<file path="config.mk">
export PLATFORM = sky130hd
export DESIGN_NAME = ram_writer
export DESIGN_NICKNAME = d
export VERILOG_FILES = /design/src/rtl/ram_writer_pkg.sv /design/src/rtl/ram_writer_addr_counter.sv /design/src/rtl/ram_writer.sv
export SDC_FILE = /design/constraint.sdc
export NUM_CORES = 1
export LEC_CHECK = 0
export ABC_AREA = 1
export BUFFER_PORTS_ARGS = -buffer_cell sky130_fd_sc_hd__buf_4
export CORE_MARGIN = 1
export CORE_UTILIZATION = 50
export DETAILED_ROUTE_END_ITERATION = 8
export PLACE_DENSITY_LB_ADDON = 0.08
export RECOVER_POWER = 25
export SLEW_MARGIN = 20
export SYNTH_ARGS = -nofsm -noshare
export SYNTH_HDL_FRONTEND = slang
export SYNTH_SLANG_ARGS = --single-unit
</file>
<file path="constraint.sdc">
create_clock -name clk -period 2.35 [get_ports clk]
set_input_delay 0.235 -clock clk [delete_from_list [all_inputs] [get_ports clk]]
set_output_delay 0.235 -clock clk [all_outputs]
set_load 0.03 [all_outputs]
</file>
<file path="src/rtl/ram_writer_pkg.sv">
// Shared definitions for the RAM write-side controller: default widths and FSM state encoding.
// Optional readback verification is enabled by defining VERIFY_EN.
package ram_writer_pkg;

  localparam int ADDR_W_DEF = 2;
  localparam int DATA_W_DEF = 2;

  typedef enum logic [2:0] {
    ST_IDLE  = 3'd0,
    ST_LOAD  = 3'd1,
    ST_WRITE = 3'd2,
    ST_CHECK = 3'd3,
    ST_DONE  = 3'd4
  } state_t;

  function automatic logic state_busy(input state_t st);
    return (st != ST_IDLE);
  endfunction

endpackage

</file>
<file path="src/rtl/ram_writer_addr_counter.sv">
// Loadable, wrapping write-address counter for ram_writer; its count drives mem_addr directly.
module addr_counter
  import ram_writer_pkg::*;
#(
  parameter int ADDR_W = ADDR_W_DEF
) (
  input  logic              clk,
  input  logic              reset,
  input  logic              load,
  input  logic              inc,
  input  logic [ADDR_W-1:0] load_val,
  output logic [ADDR_W-1:0] count
);

  localparam logic [ADDR_W-1:0] ADDR_ONE = {{(ADDR_W-1){1'b0}}, 1'b1};

  logic [ADDR_W-1:0] count_r;

  // Load has priority over increment; natural overflow gives the DEPTH-1 -> 0 wrap
  always_ff @(posedge clk or negedge reset) begin
    if (!reset) begin
      count_r <= {ADDR_W{1'b0}};
    end else if (load) begin
      count_r <= load_val;
    end else if (inc) begin
      count_r <= count_r + ADDR_ONE;
    end else begin
      count_r <= count_r;
    end
  end

  assign count = count_r;

endmodule

</file>
<file path="src/rtl/ram_writer.sv">
// Write-side RAM controller: streams a burst of host words into consecutive wrapping addresses.
// Define VERIFY_EN to add a readback CHECK state after every write and a sticky err flag.
module ram_writer
  import ram_writer_pkg::*;
#(
  parameter int ADDR_W = ADDR_W_DEF,
  parameter int DATA_W = DATA_W_DEF
) (
  input  logic              clk,
  input  logic              reset,
  input  logic              start,
  input  logic [ADDR_W-1:0] base_addr,
  input  logic [ADDR_W:0]   len,
  input  logic              in_valid,
  input  logic [DATA_W-1:0] in_data,
  output logic              in_ready,
  output logic              mem_we,
  output logic [ADDR_W-1:0] mem_addr,
  output logic [DATA_W-1:0] mem_wdata,
  input  logic [DATA_W-1:0] mem_rdata,
  output logic              busy,
  output logic              done,
  output logic              err
);

  localparam logic [ADDR_W:0] REM_ZERO = {(ADDR_W+1){1'b0}};
  localparam logic [ADDR_W:0] REM_ONE  = {{ADDR_W{1'b0}}, 1'b1};

  state_t            state_r;
  state_t            next_state_s;
  logic [ADDR_W:0]   remaining_r;
  logic [DATA_W-1:0] wdata_r;
  logic              in_ready_r;
  logic              mem_we_r;
  logic              busy_r;
  logic              done_r;
  logic              in_ready_nx_s;
  logic              mem_we_nx_s;
  logic              busy_nx_s;
  logic              done_nx_s;
  logic              accept_start_s;
  logic              handshake_s;
  logic              addr_inc_s;

  assign accept_start_s = (state_r == ST_IDLE) && start;
  assign handshake_s    = in_ready_r && in_valid;

  // With verification the address must stay on the written word through CHECK
`ifdef VERIFY_EN
  assign addr_inc_s = (state_r == ST_CHECK);
`else
  assign addr_inc_s = (state_r == ST_WRITE);
`endif

  addr_counter #(
    .ADDR_W (ADDR_W)
  ) u_addr_counter (
    .clk      (clk),
    .reset    (reset),
    .load     (accept_start_s),
    .inc      (addr_inc_s),
    .load_val (base_addr),
    .count    (mem_addr)
  );

  // FSM state register
  always_ff @(posedge clk or negedge reset) begin
    if (!reset) begin
      state_r <= ST_IDLE;
    end else begin
      state_r <= next_state_s;
    end
  end

  // FSM next-state logic
  always_comb begin
    next_state_s = state_r;
    case (state_r)
      ST_IDLE: begin
        if (start) begin
          next_state_s = (len == REM_ZERO) ? ST_DONE : ST_LOAD;
        end else begin
          next_state_s = ST_IDLE;
        end
      end
      ST_LOAD: begin
        if (handshake_s) begin
          next_state_s = ST_WRITE;
        end else begin
          next_state_s = ST_LOAD;
        end
      end
      ST_WRITE: begin
`ifdef VERIFY_EN
        next_state_s = ST_CHECK;
`else
        next_state_s = (remaining_r == REM_ONE) ? ST_DONE : ST_LOAD;
`endif
      end
      ST_CHECK: begin
`ifdef VERIFY_EN
        // remaining was already decremented in WRITE
        next_state_s = (remaining_r == REM_ZERO) ? ST_DONE : ST_LOAD;
`else
        next_state_s = ST_IDLE;
`endif
      end
      ST_DONE: begin
        next_state_s = ST_IDLE;
      end
      default: begin
        next_state_s = ST_IDLE;
      end
    endcase
  end

  // FSM output decode from the upcoming state so the registered outputs line up with it
  always_comb begin
    in_ready_nx_s = (next_state_s == ST_LOAD);
    mem_we_nx_s   = (next_state_s == ST_WRITE);
    busy_nx_s     = state_busy(next_state_s);
    done_nx_s     = (next_state_s == ST_DONE);
  end

  // Registered status outputs, remaining-word counter and captured host word
  always_ff @(posedge clk or negedge reset) begin
    if (!reset) begin
      in_ready_r  <= 1'b0;
      mem_we_r    <= 1'b0;
      busy_r      <= 1'b0;
      done_r      <= 1'b0;
      remaining_r <= REM_ZERO;
      wdata_r     <= {DATA_W{1'b0}};
    end else begin
      in_ready_r <= in_ready_nx_s;
      mem_we_r   <= mem_we_nx_s;
      busy_r     <= busy_nx_s;
      done_r     <= done_nx_s;
      if (accept_start_s) begin
        remaining_r <= len;
      end else if (state_r == ST_WRITE) begin
        remaining_r <= remaining_r - REM_ONE;
      end else begin
        remaining_r <= remaining_r;
      end
      if (handshake_s) begin
        wdata_r <= in_data;
      end else begin
        wdata_r <= wdata_r;
      end
    end
  end

`ifdef VERIFY_EN
  logic err_r;

  // Sticky readback mismatch flag, cleared only by an accepted start
  always_ff @(posedge clk or negedge reset) begin
    if (!reset) begin
      err_r <= 1'b0;
    end else if (accept_start_s) begin
      err_r <= 1'b0;
    end else if ((state_r == ST_CHECK) && (mem_rdata != wdata_r)) begin
      err_r <= 1'b1;
    end else begin
      err_r <= err_r;
    end
  end

  assign err = err_r;
`else
  logic rdata_unused_s;
  assign rdata_unused_s = ^mem_rdata;
  assign err            = 1'b0;
`endif

  assign in_ready  = in_ready_r;
  assign mem_we    = mem_we_r;
  assign mem_wdata = wdata_r;
  assign busy      = busy_r;
  assign done      = done_r;

endmodule

</file>
**Word-level counts from Yosys, hierarchy flattened**

Cells that the tools add are included.
Widths: inputs -> output; s select.

- Bits in registers: 14

- Reductions and logical operators: 6
- Multiplexer cells: 9
- Equal/unequal tests: 6
- Add/sub/neg operators: 2

Operators by type and width:

| cell | number |
|---|---|
| $mux 3 | 5 |
| $eq 3x1->1 const B | 3 |
| $pmux 3 s3 | 1 |
| $eq 3x2->1 const B | 2 |
| $logic_not 3->1 | 2 |
| $mux 2 | 3 |
| $eq 3x3->1 const B | 1 |
| $reduce_bool 3->1 | 1 |
| $sub 3x1->3 const B | 1 |
| $add 2x1->2 const B | 1 |
| $logic_and 1x1->1 | 2 |
| $reduce_bool 2->1 | 1 |

**Depth between registers and ports, before layout**

- Word-level depth: 5
- Depth in mapped cells: 7
- Mapped depth without buffers: 7

**Modules after synthesis**

From an unflattened synthesis, not the netlist that was laid out.

- Cells, all modules: 80
- Area total of the unflattened synthesis: 674.4 um^2

By module, submodules not included:

| module | instances | sequential area each (um^2) | area each (um^2) | cells an instance |
|---|---|---|---|---|
| ram_writer | 1 | 300.3 | 568.0 | 64 |
| addr_counter | 1 | 50.0 | 106.4 | 16 |

**Worst setup path after synthesis**

OpenSTA, ideal clock, no wires.

- Kind: reg2reg
- Start point: register in_ready_r, in the netlist in_ready
- End point: register busy_r, in the netlist busy
- Data arrival time: 0.999 ns
- Slack: 1.233 ns
- Library setup time: 0.117 ns
- Data required time: 2.233 ns
- Path buffers: 0
- Clock period less this slack: 1.117 ns
- Stages on the path, launching flop included: 6
- Path through: dfrtp_1 nand2_1 inv_1 o21ai_2 nor2_4 nand2_2

- Longest elaborated chain between the ends: 4

Ends and longest elaborated chain:

| what | RTL line | text |
|---|---|---|
| start, declared | ram_writer.sv:33 | `logic in_ready_r;` |
| start signal, assigned | ram_writer.sv:135 | `in_ready_r <= in_ready_nx_s;` |
| $logic_and 1x1->1 | ram_writer.sv:46 | `assign handshake_s = in_ready_r && in_valid;` |
| $mux 2 | ram_writer.sv:87 | `if (handshake_s) begin` |
| $pmux 3 s3 | ram_writer.sv:78 | `case (state_r)` |
| $reduce_bool 3->1 | ram_writer_pkg.sv:17 | `return (st != ST_IDLE);` |
| via busy_nx_s | ram_writer.sv:39 | `logic busy_nx_s;` |
| end signal, assigned | ram_writer.sv:137 | `busy_r <= busy_nx_s;` |
| end, declared | ram_writer.sv:35 | `logic busy_r;` |

The timed path passes the listed nets, and every way through them passes these cells.
A chain may end at the register's enable or synchronous reset.

**Worst setup path after layout**

- Start point: register u_addr_counter.count_r[0], in the netlist u_addr_counter.count[0]
- End point: output mem_addr[0]

RTL lines:

| what | RTL line | text |
|---|---|---|
| start, declared | ram_writer_addr_counter.sv:17 | `logic [ADDR_W-1:0] count_r;` |
| start signal, assigned | ram_writer_addr_counter.sv:22 | `count_r <= {ADDR_W{1'b0}};` |
| start signal, assigned | ram_writer_addr_counter.sv:24 | `count_r <= load_val;` |
| start signal, assigned | ram_writer_addr_counter.sv:26 | `count_r <= count_r + ADDR_ONE;` |
| end, declared | ram_writer.sv:18 | `output logic [ADDR_W-1:0] mem_addr,` |

No word-level cell between the ends.

==> key figures <==
Global routing
  • First-pass GRT wire length: 1.92 mm
  • Overflow after GRT: 0
  • Vias in the first global route: 476
  • Total global-route track usage: 19.1%
  • Antenna violations before repair: 0
  • Largest net degree at the start of global routing: 15

Clock network
  • Clk sink count: 14
  • Post-CTS Setup Inserts: 0
  • Clk root buf: clkbuf_4
  • CTS tree: done
  • Clock-pin slew on the worst setup and hold paths: 80 ps
  • CTS H-tree lvls: 1
  • Bufs on Longest Clock Path: 2
  • CTS buffer count: 3
  • Worst skew pair latency: 270 ps

Cells and area
  • Most common cell after layout, fill and taps aside: nand2_1
  • Syn-to-layout area delta: 24.8%
  • Most frequent cells in the layout: 22 x nand2_1, 17 x buf_4, 14 x dfrtp_1
  • Final nets: 117
  • Fraction of layout cells with a size suffix above 1: 33.0%
  • Antenna diodes: 0

Setup path
  • Largest delay contributor family on the critical path: flip-flops
  • Worst Path Required: 2120 ps
  • Crit path depth: 1
  • Worst-path fanout max: 4
  • Critical Path Start Type: flip-flop
  • CP max stage cell: dfrtp_1
  • Crit path buffers/inverters: 1
  • Slowest stage delay, CP: 420 ps
  • WS Path Type: flip-flop to output pin
  • Cell breakdown of the critical path: buf_4
  • R2R depth: 5
  • Critical path data arrival time: 870 ps
  • Setup crit end kind: output pin

Flow run
  • Max Cap Violations: 0

Timing
  • Setup ws final: 1240 ps
  • Final Setup Violations: 0
  • Setup total negative slack: 0 ps
  • Crit path time final: 1110 ps
  • Final Slew Violations: 0
  • RSZ-0062 raised after global routing: no
  • Max Freq: 0.901 GHz
  • Period utilisation layout: 47.2%
  • Clock Skew: 7.69 ps
  • Worst slew pin tran: 743 ps
  • Final Hold Fails: 0
  • Relative slew slack: 50.4%

Floorplanning
  • Io pins: 22
  • Core area: 1300 um^2
  • Initial Util: 54.3%
  • Full die area: 1570 um^2
  • Die H: 39.6 um
  • Row count: 13
  • Die Span X: 39.6 um

Synth
  • Synth cell types: 21
  • Syn Area/Cell: 8.95 um^2
  • Area contributors post-synth: dfrtp_1 50%, nand2_1 12%, inv_1 5.8%, nor2_4 4.8%, ha_1 3.5%
  • Share of the synthesized area in the top cell type: 49.6%
  • Sequential element share of the synthesized area: 49.6%
  • Syn Nets: 94
  • Cell count after synthesis: 79
  • Syn Std Cell Area: 707 um^2
  • Synth warn: 0
  • Largest area contributor in the netlist: dfrtp_1
  • Yosys reg bits: 14

Power and ir drop
  • VDD IR max: 0.688 mV
  • PwrDens: 1270 nW/um^2
  • Static Leak: 0.480 nW

Place
  • GPL Wtd Cong: 0.770
  • Pre-CTS WS: 1260 ps
  • DPL Wire Length: 1.00 mm
  • # port buffers: 18

Run status
  • Run status: finished, final reports clean

Routing
  • WL per Instance: 10.8 um
  • DRT Pass-1 Iters: 4
  • Routed vias: 556
  • DRC viols: 0
  • 1st-iter DRT viols: 5
  • Total Routed Length: 1.24 mm
  • Detail Route Antenna Nets: 0
  • Drt via density: 4.83

Hold path
  • Hold path cells: 3
  • Hold Path Class: primary input to flip-flop
==> metrics by stage <==
stage,hold slack (ps),power (mW),utilization [%],area [um^2],std cells
after global placement,91.3,0.983,65.6,853,111
after CTS,168,1.13,68.1,886,115
after detailed placement,91.1,0.998,65.6,853,111
final,173,1.12,67.8,882,115
after floorplan,-60.6,0.822,-,707,79
after global routing,165,1.21,67.8,882,115
==> report_power, final <==
part | internal, mW | switching, mW | total, mW | leakage (nW)
clock network | 0.0593 | 0.0696 | 0.129 | 0.0138
registers | 0.340 | 0.0726 | 0.413 | 0.174
logic | 0.219 | 0.357 | 0.577 | 0.292
==> cells in the mapped netlist <==
| cell | number |
|---|---|
| nand2_1 | 22 |
| dfrtp_1 | 14 |
| inv_1 | 11 |
| nor2_1 | 4 |
| nand3_1 | 3 |
| nor2_2 | 3 |
| nor2_4 | 3 |
| o211ai_1 | 3 |
| ha_1 | 2 |
| nand2_2 | 2 |
| nand2_4 | 2 |
| a21boi_1 | 1 |
| buf_4 | 1 |
| conb_1 | 1 |
| inv_2 | 1 |
| nand3_2 | 1 |
| nand4_1 | 1 |
| o21ai_1 | 1 |
| o21ai_2 | 1 |
| o22ai_1 | 1 |
| xnor2_1 | 1 |
==> timing repair <==
item,in CTS,in global routing
hold buffers,1,0
hold endpoints to repair,14,0
gates resized for setup,0,0
==> sequential cells by signal (all words and copies together), names as in the netlist <==
register,count
busy,1
done,1
u_addr_counter.count,2
mem_wdata,2
remaining_r,3
in_ready,1
mem_we,1
state_r,3
==> cells by family after synthesis <==
kind of cell	synth area share [%]
AO/OA/AOI/OAI	7.08
XOR/XNOR	1.24
adder cells (fa/ha/maj)	3.54
buffers and inverters	7.43
flip-flops	49.6
other	0.530
AND/OR/NAND/NOR	30.6
==> path summary, 6_finish.rpt <==
kind / startpoint / to / slack, ps
hold / removal: in_data[0] / mem_wdata[0] / 170
max in group asynchronous: reset / mem_wdata[0] / 1350
setup reg to reg: remaining_r[0] / busy / 1240
hold reg to reg: mem_wdata[1] / mem_wdata[1] / 500
min in group asynchronous: reset / done / 530
setup / recovery: u_addr_counter.count[0] / mem_addr[0] / 1240
==> per-layer routing <==
metal / track usage [%] / part of all wire [%]
met5: 0 / 0
met4: 10.3 / 1.7
met2: 28.7 / 48
met3: 3.41 / 3.2
met1: 25.7 / 47
==> layout make-up <==
type | instances | area (um^2)
Clock buffer | 3 | 22.5
Fill cell | 121 | 419
Inverter | 12 | 45.0
Multi-Input combinational cell | 52 | 304
Sequential cell | 14 | 350
Tap cell | 15 | 18.8
Timing Repair Buffer | 19 | 141
Note: power is estimated with default switching activity, not from simulation.
